## src/rtl/vector_mac_pkg.sv

```systemverilog
// Shared geometry, internal widths and stage types for the streaming dot-product pipe.
// Latency: n/a (types and constants only).
// Backpressure: n/a.
package vector_mac_pkg;

  // Vector geometry of the GCN feature/weight columns
  localparam int ELEM_WIDTH = 5;
  localparam int LANES      = 12;
  localparam int VEC_LEN    = 96;

  // Full-precision internal widths; nothing is truncated before the output mapping
  localparam int PROD_W    = 2 * ELEM_WIDTH;
  localparam int LSUM_W    = PROD_W + $clog2(LANES);
  localparam int ACC_INT_W = PROD_W + $clog2(VEC_LEN);

  // Number of beats that make up one vector
  function automatic int beats_f(input int vec_len, input int lanes);
    return vec_len / lanes;
  endfunction

  localparam int BEATS = beats_f(VEC_LEN, LANES);
  localparam int CNT_W = (BEATS > 1) ? $clog2(BEATS) : 1;

  // Elaboration guard: a vector must split into whole beats
  localparam bit VEC_LEN_DIVISIBLE = ((VEC_LEN % LANES) == 0);

  // Per-lane product vector between S1 and the adder tree
  typedef logic [LANES-1:0][PROD_W-1:0] prod_vec_t;

  // Pipeline stage carrying a lane sum toward the accumulator
  typedef struct packed {
    logic              vld;
    logic              last;
    logic [LSUM_W-1:0] payload;
  } stage_t;

endpackage

```

## src/rtl/vector_mac_pipe_lane_adder_tree.sv

```systemverilog
// Sums the LANES registered products of one beat into a single lane sum.
// Latency: combinational (sits between the S1 and S2 registers).
// Backpressure: none; the surrounding stage registers hold when the pipe stalls.
module lane_adder_tree
  import vector_mac_pkg::*;
(
  input  logic [LANES-1:0][PROD_W-1:0] i_prod,
  output logic [LSUM_W-1:0]            o_sum
);

  // Unsigned reduction at full LSUM_W precision; cannot overflow by construction
  always_comb begin
    o_sum = '0;
    for (int i = 0; i < LANES; i++) begin
      o_sum = o_sum + LSUM_W'(i_prod[i]);
    end
  end

endmodule

```

## src/rtl/vector_mac_pipe.sv

```systemverilog
// Streaming dot product: VEC_LEN unsigned feature*weight pairs in BEATS beats of LANES, one result per vector.
// Latency: result valid 3 edges after the vector's last beat is accepted; one beat per cycle sustained.
// Backpressure: an unconsumed result freezes every stage and drops in_ready; clear still aborts while frozen.
module vector_mac_pipe
  import vector_mac_pkg::*;
#(
  parameter int ACC_WIDTH = 16,
  parameter bit SATURATE  = 1'b0
) (
  input  logic                             clk,
  input  logic                             rst_n,
  input  logic                             clear,
  input  logic                             in_valid,
  output logic                             in_ready,
  input  logic [0:LANES-1][ELEM_WIDTH-1:0] feature_in,
  input  logic [0:LANES-1][ELEM_WIDTH-1:0] weight_in,
  output logic                             out_valid,
  input  logic                             out_ready,
  output logic [ACC_WIDTH-1:0]             dot_out,
  output logic                             overflow
);

  if (!VEC_LEN_DIVISIBLE) begin : g_len_check
    $error("vector_mac_pipe: VEC_LEN must be a multiple of LANES");
  end

  logic                             w_advance;
  logic                             w_accept;
  logic                             w_last_beat;
  logic [CNT_W-1:0]                 r_beat_cnt;

  // S0: captured operands, keeps the multipliers off the input ports
  logic                             r_s0_vld;
  logic                             r_s0_last;
  logic [0:LANES-1][ELEM_WIDTH-1:0] r_s0_feat;
  logic [0:LANES-1][ELEM_WIDTH-1:0] r_s0_wt;

  // S1: per-lane products
  prod_vec_t                        w_prod;
  prod_vec_t                        r_s1_prod;
  logic                             r_s1_vld;
  logic                             r_s1_last;

  // S2: lane sum of one beat
  logic [LSUM_W-1:0]                w_lane_sum;
  stage_t                           r_s2;

  // S3: accumulator and held result
  logic [ACC_INT_W-1:0]             r_acc;
  logic [ACC_INT_W-1:0]             w_acc_sum;
  logic [ACC_WIDTH-1:0]             w_dot_map;
  logic                             w_ovf;
  logic                             r_out_vld;
  logic [ACC_WIDTH-1:0]             r_dot;
  logic                             r_ovf;

  assign w_advance   = !r_out_vld || out_ready;
  assign in_ready    = w_advance && !clear && rst_n;
  assign w_accept    = in_valid && in_ready;
  assign w_last_beat = (r_beat_cnt == CNT_W'(BEATS - 1));

  assign out_valid = r_out_vld;
  assign dot_out   = r_dot;
  assign overflow  = r_ovf;

  // Beat position within the current vector; the only source of vector boundaries
  always_ff @(posedge clk or negedge rst_n) begin
    if (!rst_n) begin
      r_beat_cnt <= '0;
    end else if (clear) begin
      r_beat_cnt <= '0;
    end else if (w_accept) begin
      r_beat_cnt <= w_last_beat ? '0 : r_beat_cnt + 1'b1;
    end
  end

  // S0: register the accepted beat and tag the vector's final beat
  always_ff @(posedge clk or negedge rst_n) begin
    if (!rst_n) begin
      r_s0_vld  <= 1'b0;
      r_s0_last <= 1'b0;
      r_s0_feat <= '0;
      r_s0_wt   <= '0;
    end else if (clear) begin
      r_s0_vld  <= 1'b0;
      r_s0_last <= 1'b0;
    end else if (w_advance) begin
      r_s0_vld  <= w_accept;
      r_s0_last <= w_accept && w_last_beat;
      if (w_accept) begin
        r_s0_feat <= feature_in;
        r_s0_wt   <= weight_in;
      end
    end
  end

  // Lane multipliers at full PROD_W precision
  always_comb begin
    w_prod = '0;
    for (int i = 0; i < LANES; i++) begin
      w_prod[i] = PROD_W'(r_s0_feat[i]) * PROD_W'(r_s0_wt[i]);
    end
  end

  // S1: register the products; payload only moves with a valid beat
  always_ff @(posedge clk or negedge rst_n) begin
    if (!rst_n) begin
      r_s1_vld  <= 1'b0;
      r_s1_last <= 1'b0;
      r_s1_prod <= '0;
    end else if (clear) begin
      r_s1_vld  <= 1'b0;
      r_s1_last <= 1'b0;
    end else if (w_advance) begin
      r_s1_vld  <= r_s0_vld;
      r_s1_last <= r_s0_last;
      if (r_s0_vld) begin
        r_s1_prod <= w_prod;
      end
    end
  end

  lane_adder_tree u_lane_adder_tree (
    .i_prod (r_s1_prod),
    .o_sum  (w_lane_sum)
  );

  // S2: register the reduced lane sum
  always_ff @(posedge clk or negedge rst_n) begin
    if (!rst_n) begin
      r_s2 <= '0;
    end else if (clear) begin
      r_s2.vld  <= 1'b0;
      r_s2.last <= 1'b0;
    end else if (w_advance) begin
      r_s2.vld  <= r_s1_vld;
      r_s2.last <= r_s1_last;
      if (r_s1_vld) begin
        r_s2.payload <= w_lane_sum;
      end
    end
  end

  assign w_acc_sum = r_acc + ACC_INT_W'(r_s2.payload);

  // Map the full-precision sum onto the output width
  if (ACC_INT_W > ACC_WIDTH) begin : g_narrow
    assign w_ovf     = |w_acc_sum[ACC_INT_W-1:ACC_WIDTH];
    assign w_dot_map = (SATURATE && w_ovf) ? {ACC_WIDTH{1'b1}} : w_acc_sum[ACC_WIDTH-1:0];
  end else begin : g_wide
    assign w_ovf     = 1'b0;
    assign w_dot_map = ACC_WIDTH'(w_acc_sum);
  end

  // S3: accumulate beats; restart from zero once the last beat is folded in
  always_ff @(posedge clk or negedge rst_n) begin
    if (!rst_n) begin
      r_acc <= '0;
    end else if (clear) begin
      r_acc <= '0;
    end else if (w_advance && r_s2.vld) begin
      r_acc <= r_s2.last ? '0 : w_acc_sum;
    end
  end

  // Result register: loads on vector completion (even while the previous one is consumed), clears on consume
  always_ff @(posedge clk or negedge rst_n) begin
    if (!rst_n) begin
      r_out_vld <= 1'b0;
      r_dot     <= '0;
      r_ovf     <= 1'b0;
    end else if (w_advance && !clear && r_s2.vld && r_s2.last) begin
      r_out_vld <= 1'b1;
      r_dot     <= w_dot_map;
      r_ovf     <= w_ovf;
    end else if (r_out_vld && out_ready) begin
      r_out_vld <= 1'b0;
    end
  end

endmodule

```

## config.mk

```make
export PLATFORM = sky130hd
export DESIGN_NAME = vector_mac_pipe
export DESIGN_NICKNAME = d
export VERILOG_FILES = /design/src/rtl/vector_mac_pkg.sv /design/src/rtl/vector_mac_pipe_lane_adder_tree.sv /design/src/rtl/vector_mac_pipe.sv
export SDC_FILE = /design/constraint.sdc
export NUM_CORES = 1
export LEC_CHECK = 0
export BUFFER_PORTS_ARGS = -buffer_cell sky130_fd_sc_hd__buf_4
export CAP_MARGIN = 5
export CORE_MARGIN = 2
export CORE_UTILIZATION = 30
export CTS_BUF_LIST = sky130_fd_sc_hd__clkbuf_2
export DETAILED_ROUTE_END_ITERATION = 7
export GPL_ROUTABILITY_DRIVEN = 0
export PLACE_DENSITY_LB_ADDON = 0.25
export SLEW_MARGIN = 15
export SYNTH_ARGS = -nofsm -noshare
export SYNTH_HDL_FRONTEND = slang
export SYNTH_SLANG_ARGS = --single-unit
```

## constraint.sdc

```tcl
create_clock -name clk -period 6.07 [get_ports clk]
set_input_delay 0.3035 -clock clk [delete_from_list [all_inputs] [get_ports clk]]
set_output_delay 0.3035 -clock clk [all_outputs]
set_load 0.01 [all_outputs]
```

==> key figures <==
STA
  – Final min period: 5.74 ns
  – Slew HR: 35.1%
  – Final slew viol count: 0
  – FMAX: 0.174 GHz
  – Layout Skew: 0.0849 ns
  – Setup violators final: 0
  – Actual slew at the worst max-slew pin: 0.971 ns
  – Final hold vios: 0
  – Crit share post-route: 94.6%

Die
  – Initial core utilization: 30.3%
  – Die footprint: 80300 um^2
  – Core Region: 77300 um^2
  – I/O pin cnt: 144
  – Row count: 102
  – Die height: 283 um
  – Chip width: 283 um

Detailed routing
  – Final WL: 57.8 mm
  – Via count: 18.3k
  – Residual DRC: 0
  – 1st-pass router iterations: 5
  – Initial DRC Count: 666
  – ANT nets after route: 0
  – Via/cell ratio: 4.45
  – DR WL/cell: 14.0 um

Clocking
  – Htree depth: 3
  – Clk_lat worst skew: 1.09 ns
  – TritonCTS Buffers: 89
  – CTS Sinks: 298
  – Root Driver: clkbuf_2
  – Clock transition at path regs: 0.09 ns
  – Number of setup buffers added after CTS: 0
  – Clock Tree Buf Depth: 3
  – CTS tree: yes

Setup path
  – Startpoint Class: register
  – CP Max Fanout: 5
  – CP arrival: 6.70 ns
  – Required time worst endpoint: 7.03 ns
  – CP Capture Type: register
  – Setup CP Type: register to register

GRT
  – Remaining Overflow, GRT: 0
  – Initial antenna violation count: 2
  – Global-route wire length before repair: 98.7 mm
  – Total GRT Usage: 14.8%
  – Vias in the first global route: 20.0k
  – Pin count of the biggest net entering global routing: 93

Yosys
  – Mapped cell area: 23400 um^2
  – Top_reg_cell synth: dfrtp_1
  – Cells after synthesis: 2493
  – Synth top area share: 31.8%
  – Number of distinct library cells after synthesis: 55
  – Most common cell in the netlist: nand2_1
  – Synthesis Warnings: 0
  – Commonest cells in the netlist: nand2_1 (628), inv_1 (307), dfrtp_1 (298)
  – Top cells by area in the synthesized netlist: dfrtp_1 (32%), fa_1 (17%), ha_1 (14%)
  – Synth area leader: dfrtp_1
  – Number of synthesized register bits: 298
  – Syn_area_per_cell: 9.40 um^2
  – Synth async-reset ratio: 100%
  – Post-synth EDFFs: 0
  – Post-synthesis sequential area ratio: 31.8%
  – Mapped Nets: 3077

Place
  – HPWL after DPL: 43.4 mm
  – IO buf count: 143

Finish
  – Layout Area Growth over Synthesis: 27.1%
  – Util after Layout: 38.5%
  – Layout cell share with drive strength beyond 1: 11.9%
  – # nets final: 3585
  – Filler Cells Inserted: 7889

Run status
  – Status: completed

Min path
  – Hold Crit Class: input port to register

Run
  – Max-cap check violation count: 0
## timing repair
action / in CTS / in global routing
endpoints found under the setup margin: 0 / 4
endpoints found under the hold margin: 287 / 0
hold buffers: 324 / 0
gates resized for setup: 0 / 6
## layer usage
layer	share of wire [%]	GRT usage, %	vias to the layer above
met4	2.1	4.17	0
met3	3.6	2.80	89
met2	48	25.5	267
met5	0	0	-
met1	46	19.0	8927
li1	-	-	9036
## flip-flops by register name (all words and copies together), names as in the netlist
name,count
dot_out,16
r_acc,17
r_s1_prod,120
r_s1_vld,1
r_s0_wt,60
out_valid,1
r_s0_feat,60
overflow,1
r_s1_last,1
r_s2,16
r_s0_last,1
r_beat_cnt,3
r_s0_vld,1
## critical path, cell delays in order (launching register included)
cell and delay (ns):
dfrtp_1 0.40, ha_1 0.29, a21oi_1 0.15, nor2b_1 0.07
o31a_1 0.26, or4_4 0.45, nand4_1 0.10, nor3b_1 0.30
fa_1 0.50, fa_1 0.40, fa_1 0.55, fa_1 0.43
fa_1 0.51, inv_1 0.06, ha_2 0.30, a21o_1 0.21
a21o_1 0.17, a21oi_1 0.14, o21ai_0 0.09, mux2_2 0.26
## path summary, 6_finish.rpt
| path | from | to | slack (ns) | depth (start not counted) |
|---|---|---|---|---|
| max reg2reg | r_s1_prod[1]$_DFFE_PN0P_ | r_s2[13]$_DFFE_PN0P_ | 0.33 | 19 |
| max | r_s1_prod[1]$_DFFE_PN0P_ | r_s2[13]$_DFFE_PN0P_ | 0.33 | 19 |
| max in group asynchronous | rst_n | r_s1_prod[41]$_DFFE_PN0P_ | 4.67 | 4 |
| min reg2reg | r_s1_prod[29]$_DFFE_PN0P_ | r_s1_prod[29]$_DFFE_PN0P_ | 0.49 | 2 |
| min | in_valid | r_s0_wt[12]$_DFFE_PN0P_ | 0.15 | 4 |
| min in group asynchronous | rst_n | r_acc[8]$_DFFE_PN0P_ | 0.51 | 4 |
## cells in the final DEF (no fill, tap or decap), drive strengths merged, types with 127 or more instances in the layout
master	synthesis	final
dlygate4sd3	0	323
o21ai	127	127
ha	261	261
dfrtp	298	298
buf	28	152
fa	198	198
and2	163	163
nand2	628	628
inv	307	310
clkbuf	30	128
## cells by family after synthesis
group / Yosys count / synth area share (%)
fa+ha+maj: 459 / 30.9
buf+inv: 365 / 5.99
mux: 52 / 2.49
simple gates: 894 / 16.6
compound gates: 327 / 8.56
flops: 298 / 31.8
xor+xnor: 98 / 3.66
## layout make-up
type	instances	area [um^2]	area share, %
Antenna cell	3	7.51	0.0252
Clock buffer	128	641	2.15
Clock inverter	36	186	0.626
Inverter	307	1150	3.87
Multi-Input combinational cell	1830	14600	49.1
Sequential cell	298	7460	25.1
Tap cell	1040	1300	4.37
Timing Repair Buffer	475	4400	14.8
## per-stage QoR
| step | worst slack, ns | setup TNS, ns | std cells | hold WS, ns | instance area (um^2) |
|---|---|---|---|---|---|
| 6_report | 0.330 | 0 | 4117 | 0.152 | 29800 |
| 5_1_grt | -0.000778 | -0.000778 | 4117 | 0.0751 | 29800 |
| 4_1_cts | 0.150 | 0 | 4114 | 0.00712 | 29700 |
| 3_5_place_dp | 0.175 | 0 | 3626 | 0.413 | 25600 |
| 3_3_place_gp | 0.234 | 0 | 3626 | 0.407 | 25600 |
| 2_1_floorplan | 0.625 | 0 | 2493 | 0.00791 | 23400 |
Power is left out: the tool's default activity adds up to more than one toggle a clock period on the data nets, which glitch-free logic cannot reach.
